**config.mk**
```make
export PLATFORM = sky130hd
export DESIGN_NAME = bno085_spi_arbiter
export DESIGN_NICKNAME = d
export VERILOG_FILES = /design/src/rtl/bno085_pkg.sv /design/src/rtl/rr_grant2.sv /design/src/rtl/bno085_spi_arbiter.sv
export SDC_FILE = /design/constraint.sdc
export NUM_CORES = 1
export LEC_CHECK = 0
export CAP_MARGIN = 0
export CORE_MARGIN = 10
export CORE_UTILIZATION = 47
export CTS_CLUSTER_SIZE = 25
export DETAILED_ROUTE_END_ITERATION = 7
export HOLD_SLACK_MARGIN = 0.1
export PLACE_DENSITY = 0.89
export SLEW_MARGIN = 20
export SYNTH_ARGS = -nofsm -noshare
export SYNTH_HDL_FRONTEND = slang
export SYNTH_SLANG_ARGS = --single-unit
export TNS_END_PERCENT = 20
```
**constraint.sdc**
```tcl
create_clock -name clk -period 2.65 [get_ports clk]
set_clock_uncertainty 0.05 [all_clocks]
set_input_delay 0.53 -clock clk [delete_from_list [all_inputs] [get_ports clk]]
set_output_delay 0.53 -clock clk [all_outputs]
set_load 0.05 [all_outputs]
```
**src/rtl/bno085_pkg.sv**
```systemverilog
// Shared definitions for the BNO085 sensor path: clock rate, arbiter defaults
// and the arbiter state encoding.
package bno085_pkg;

    localparam int CLK_HZ           = 3_000_000;
    localparam int DEFAULT_CS_GAP   = 4;
    localparam int DEFAULT_MAX_HOLD = CLK_HZ;
    localparam int DEFAULT_HOLD_W   = 24;

    typedef enum logic [1:0] {
        IDLE   = 2'd0,
        GRANT0 = 2'd1,
        GRANT1 = 2'd2,
        GAP    = 2'd3
    } arb_state_t;

endpackage

```
**src/rtl/rr_grant2.sv**
```systemverilog
// Two-way round-robin picker: on a tie the requester that did not own last wins.
module rr_grant2 (
    input  logic [1:0] eligible,
    input  logic       last_owner,
    output logic       grant_idx,
    output logic       grant_valid
);

    always_comb begin
        grant_valid = |eligible;
        case (eligible)
            2'b10:   grant_idx = 1'b1;
            2'b11:   grant_idx = ~last_owner;
            default: grant_idx = 1'b0;
        endcase
    end

endmodule

```
**src/rtl/bno085_spi_arbiter.sv**
```systemverilog
// Shares one spi_master between two bno085_controller instances; each
// controller's cs_n is its bus request, ownership is granted round-robin.
module bno085_spi_arbiter
    import bno085_pkg::*;
#(
    parameter int CS_GAP   = DEFAULT_CS_GAP,
    parameter int MAX_HOLD = DEFAULT_MAX_HOLD,
    parameter int HOLD_W   = DEFAULT_HOLD_W
) (
    input  logic       clk,
    input  logic       fpga_rst_n,
    input  logic [1:0] rq_cs_n,
    input  logic [1:0] rq_start,
    input  logic [1:0] rq_tx_valid,
    input  logic [7:0] rq0_tx_data,
    input  logic [7:0] rq1_tx_data,
    output logic [1:0] rq_tx_ready,
    output logic [1:0] rq_rx_valid,
    output logic [7:0] rq_rx_data,
    output logic [1:0] rq_busy,
    output logic       m_start,
    output logic       m_tx_valid,
    output logic [7:0] m_tx_data,
    input  logic       m_tx_ready,
    input  logic       m_rx_valid,
    input  logic       m_busy,
    input  logic [7:0] m_rx_data,
    output logic [1:0] cs_n_pin,
    output logic [1:0] owner,
    output logic       timeout_err
);

    localparam int                GAP_W     = $clog2(CS_GAP + 1);
    localparam logic [HOLD_W-1:0] HOLD_LAST = HOLD_W'(MAX_HOLD - 1);
    localparam logic [GAP_W-1:0]  GAP_LAST  = GAP_W'(CS_GAP - 1);

    arb_state_t        state_q, state_d;
    logic              last_owner_q, last_owner_d;
    logic [1:0]        pending_start_q, pending_start_d;
    logic [1:0]        lockout_q, lockout_d;
    logic [HOLD_W-1:0] hold_cnt_q, hold_cnt_d;
    logic [GAP_W-1:0]  gap_cnt_q, gap_cnt_d;
    logic              evict_q, evict_d;
    logic              timeout_err_q, timeout_err_d;

    logic [1:0] eligible;
    logic [1:0] lockout_set;
    logic       pick_idx, pick_valid;
    logic       own_valid, own_idx;

    assign eligible  = ~rq_cs_n & ~lockout_q;
    assign own_valid = (state_q == GRANT0) || (state_q == GRANT1);
    assign own_idx   = (state_q == GRANT1);

    rr_grant2 u_pick (
        .eligible    (eligible),
        .last_owner  (last_owner_q),
        .grant_idx   (pick_idx),
        .grant_valid (pick_valid)
    );

    // NOTE: every signal gets a default first so no path leaves it unassigned (no latch).
    always_comb begin
        state_d         = state_q;
        last_owner_d    = last_owner_q;
        hold_cnt_d      = '0;
        gap_cnt_d       = '0;
        evict_d         = evict_q;
        timeout_err_d   = timeout_err_q;
        lockout_set     = 2'b00;
        pending_start_d = pending_start_q | (rq_start & ~owner);

        case (state_q)
            IDLE: begin
                if (pick_valid) state_d = pick_idx ? GRANT1 : GRANT0;
            end
            GRANT0, GRANT1: begin
                hold_cnt_d = (hold_cnt_q == HOLD_LAST) ? hold_cnt_q : hold_cnt_q + 1'b1;
                pending_start_d[own_idx] = 1'b0;
                if (evict_q) begin
                    // Evicted owner keeps the routing until its byte finishes.
                    if (!m_busy) begin
                        state_d = GAP;
                        evict_d = 1'b0;
                    end
                end else if (rq_cs_n[own_idx] && !m_busy) begin
                    state_d      = GAP;
                    last_owner_d = own_idx;
                end else if (hold_cnt_q == HOLD_LAST) begin
                    timeout_err_d        = 1'b1;
                    lockout_set[own_idx] = 1'b1;
                    if (m_busy) evict_d = 1'b1;
                    else        state_d = GAP;
                end
            end
            GAP: begin
                if (gap_cnt_q == GAP_LAST) state_d = IDLE;
                else                       gap_cnt_d = gap_cnt_q + 1'b1;
            end
            default: state_d = IDLE;
        endcase

        // A locked-out requester must raise cs_n before it can compete again.
        lockout_d = (lockout_q & ~rq_cs_n) | lockout_set;
    end

    // NOTE: sequential state uses non-blocking assignments so all flops update together.
    always_ff @(posedge clk or negedge fpga_rst_n) begin
        if (!fpga_rst_n) begin
            state_q         <= IDLE;
            last_owner_q    <= 1'b1;
            pending_start_q <= 2'b00;
            lockout_q       <= 2'b00;
            hold_cnt_q      <= '0;
            gap_cnt_q       <= '0;
            evict_q         <= 1'b0;
            timeout_err_q   <= 1'b0;
        end else begin
            state_q         <= state_d;
            last_owner_q    <= last_owner_d;
            pending_start_q <= pending_start_d;
            lockout_q       <= lockout_d;
            hold_cnt_q      <= hold_cnt_d;
            gap_cnt_q       <= gap_cnt_d;
            evict_q         <= evict_d;
            timeout_err_q   <= timeout_err_d;
        end
    end

    always_comb begin
        owner       = own_valid ? (own_idx ? 2'b10 : 2'b01) : 2'b00;
        cs_n_pin    = 2'b11;
        rq_tx_ready = 2'b00;
        rq_rx_valid = 2'b00;
        rq_busy     = 2'b11;
        rq_rx_data  = 8'h00;
        m_start     = 1'b0;
        m_tx_valid  = 1'b0;
        m_tx_data   = 8'h00;

        if (own_valid) begin
            rq_tx_ready[own_idx] = m_tx_ready;
            rq_rx_valid[own_idx] = m_rx_valid;
            rq_busy[own_idx]     = m_busy;
            rq_rx_data           = m_rx_data;
            if (!evict_q) begin
                cs_n_pin[own_idx] = rq_cs_n[own_idx];
                // A start deferred while another side owned the bus fires on the first grant cycle.
                m_start    = rq_start[own_idx] | ((hold_cnt_q == '0) & pending_start_q[own_idx]);
                m_tx_valid = rq_tx_valid[own_idx];
                m_tx_data  = own_idx ? rq1_tx_data : rq0_tx_data;
            end
        end
    end

    assign timeout_err = timeout_err_q;

endmodule

```
==> out/qor.yml, run 1 <==
status: "finished, final reports clean"
synth_compound_area_share_pct: 8.65
ys_warn_count: 0
start_util_pct: 49.5
async_flop_share_pct: 100
seq_area_um2: 903
synth_top_family_by_area: "simple AND/OR/NAND/NOR gates"
syn_nets: 284
clock-sinks: 36
multi_input_area_mm2: 0.00121
utilization_pct: 71.7
ys_types: 45
period_minus_slack_ps: 2550
ys_seq_area_share_pct: 41.3
setup_violations: 0
finalWirelength_um: 6030
numCtsBuffers: 5
num_rows: 24
final_cell_mix: "nor2_1, clkdlybuf4s50_1, dfrtp_1, buf_4, buf_12"
hpwl_um: 4590
cts.root.buffer_cell: "clkbuf_8"
pre_cts_slack_ps: 307
end_kind: "primary output"
nets: 353
maxCapViolCount: 0
core_area_mm2: 0.00441
hold_buffers: 0
synth-simple-area-share_pct: 27.4
synth_seq_cells: 36
whs_ps: 386
diodes: 0
wl_per_cell_um: 16.6
ir_drop_mv: 1.11
final_hold_viol_count: 0
tritoncts: "yes"
die_area_mm2: 0.00777
path_delay_family: "simple AND/OR/NAND/NOR gates"
antenna_left: 0
final_common_cell: "nor2_1"
htreeDepth: 2
synth_edf_count: 0
antenna_found_initial: 0
placed_cell_area_mm2: 0.00304
place_inst: 355
portBuffers: 63
yosys-mux-area-fraction_pct: 5.50
drc_errors: 0
synthXorXnorAreaFrac_pct: 8.42
slew-limit-headroom_pct: 49.8
routabilityCongestion: 0.849
first_global_vias: 1991
criticalPathCategory: "reg2out"
min_path_type: "reg2reg"
grt_start_max_net_pins: 37
crit_path_max_incr_delay_ps: 420
fill_cells: 322
die_h_um: 88.2
final_area_mm2: 0.00316
power_density_mw_per_mm2: 1270
p_total_mw: 4.03
via_count: 2013
finalCritPeriodShare_pct: 96.3
cp-start-kind: "flip-flop"
tns_ps: 0
crit_slowest_cell: "dfrtp_1"
overflow: 0
grt_usage_pct: 15.2
path_max_fanout: 14
chipWidth_um: 88.2
pin_count: 64
drtIter0Drc: 252
clk_latency_ps: 290
synth_flop_cell: "dfrtp_1"
arrival_ps: 1970
grt_pass1_wl_um: 9600
syn_to_final_growth_pct: 44.9
clockBufferDepth: 2
slew_viol_final: 0
syn-cell-area_mm2: 0.00218
tightest_slew_ps: 747
fin_ws_ps: 97.3
rsz0062_at_grt: "yes"
synth.avg_cell_area_um2: 9.06
first_pass_iters: 4
clk_pin_slew_ps: 80
viasPerCell: 5.55
final_cell_count_no_fill: 363
synthAdderAreaFrac_pct: 4.58
crit_required_ps: 2070
synthCells: 241
fmax_ghz: 0.392
p_leak_nw: 1.38
critical_path.cell_chain: "inv_1 -> ha_1 -> or2b_4 -> or3_1 -> buf_4"
crit_buf_inv: 2
layout-drive-gt1-share_pct: 19.3
## metal layers
| layer | GRT usage, % | part of all wire [%] | vias to the layer above |
|---|---|---|---|
| li1 | - | - | 976 |
| met1 | 19.2 | 41 | 967 |
| met2 | 24.6 | 53 | 65 |
| met3 | 3.90 | 5.1 | 5 |
| met4 | 5.28 | 0.75 | 0 |
| met5 | 0 | 0 | - |
## worst register-to-register path, delay by kind of cell, from the launching register on
| kind | cells | cell delay (ps) |
|---|---|---|
| multiplexers | 1 | 120 |
| AO/OA/AOI/OAI | 3 | 760 |
| adder cells (fa/ha/maj) | 1 | 210 |
| flip-flops | 1 | 420 |
| buffers and inverters | 2 | 440 |
## cell usage after synthesis, types with 2 or more instances
cell | n | area share [%]
o21ai_0 | 6 | 1.4
xor2_1 | 13 | 5.2
and3_2 | 2 | 0.69
a31oi_1 | 2 | 0.57
a211oi_1 | 3 | 1.0
nor3_1 | 4 | 0.92
nand4_1 | 9 | 2.6
nand3_1 | 13 | 3.0
xnor2_1 | 8 | 3.2
inv_1 | 14 | 2.4
and2_1 | 13 | 3.7
nand2_1 | 13 | 2.2
or3_1 | 2 | 0.57
mux2i_1 | 12 | 5.5
nor2_1 | 40 | 6.9
ha_1 | 8 | 4.6
a21oi_1 | 8 | 1.8
nor4_1 | 2 | 0.57
clkbuf_1 | 7 | 1.2
and3_1 | 3 | 0.86
dfrtp_1 | 35 | 40
## registers in the layout, indices dropped and copies added, names as in the netlist
register / cells
evict_q: 1
gap_cnt_q: 3
hold_cnt_q: 24
last_owner_q: 1
lockout_q: 2
pending_start_q: 2
state_q: 2
timeout_err: 1
## layout make-up
type / count / share of cell area, %
clock buffer: 5 / 2.17
clock inverter: 3 / 1.34
inverter: 14 / 1.66
multi-input combinational: 182 / 38.2
sequential: 36 / 28.5
tap: 52 / 2.06
timing repair buffer: 71 / 26.0
## logic make-up after synthesis
group | Yosys count
muxes | 12
adders and majority gates | 8
DFF | 36
buffers and inverters | 23
xor gates and xnor gates | 21
and+or+nand+nor | 113
AOI/OAI and AO/OA | 28
## what timing repair did
action	4_1_cts	5_1_grt
pin swaps	0	2
setup endpoints to repair	1	5
endpoints found under the hold margin	0	0
setup buffers	0	0
cloned	0	0
gates resized for setup	1	5
## worst paths after layout
kind | startpoint | to | slack (ps) | cells after the start
min in group asynchronous | fpga_rst_n | hold_cnt_q[5] | 600 | 2
max in group asynchronous | fpga_rst_n | last_owner_q | 1610 | 2
min | gap_cnt_q[0] | gap_cnt_q[0] | 390 | 1
min reg2reg | gap_cnt_q[0] | gap_cnt_q[0] | 390 | 1
max reg2reg | state_q[0] | state_q[0] | 530 | 7
max | state_q[1] | cs_n_pin[0] | 100 | 5
## report_power, final
group          internal (mW)  switching [mW]  leakage, nW
Clock                  0.278           0.201       0.0541
Combinational           1.13            1.72        0.849
Sequential             0.622          0.0776        0.481
Total                   2.03            2.00         1.38
Note: power is estimated with default switching activity, not from simulation.
==> inputs of run 2 (changes only) <==
Settings changed: SLEW_MARGIN 20 to default.
==> results of run 2 <==
Same layout as run 1: the final DEF is identical, and so are final timing and power.
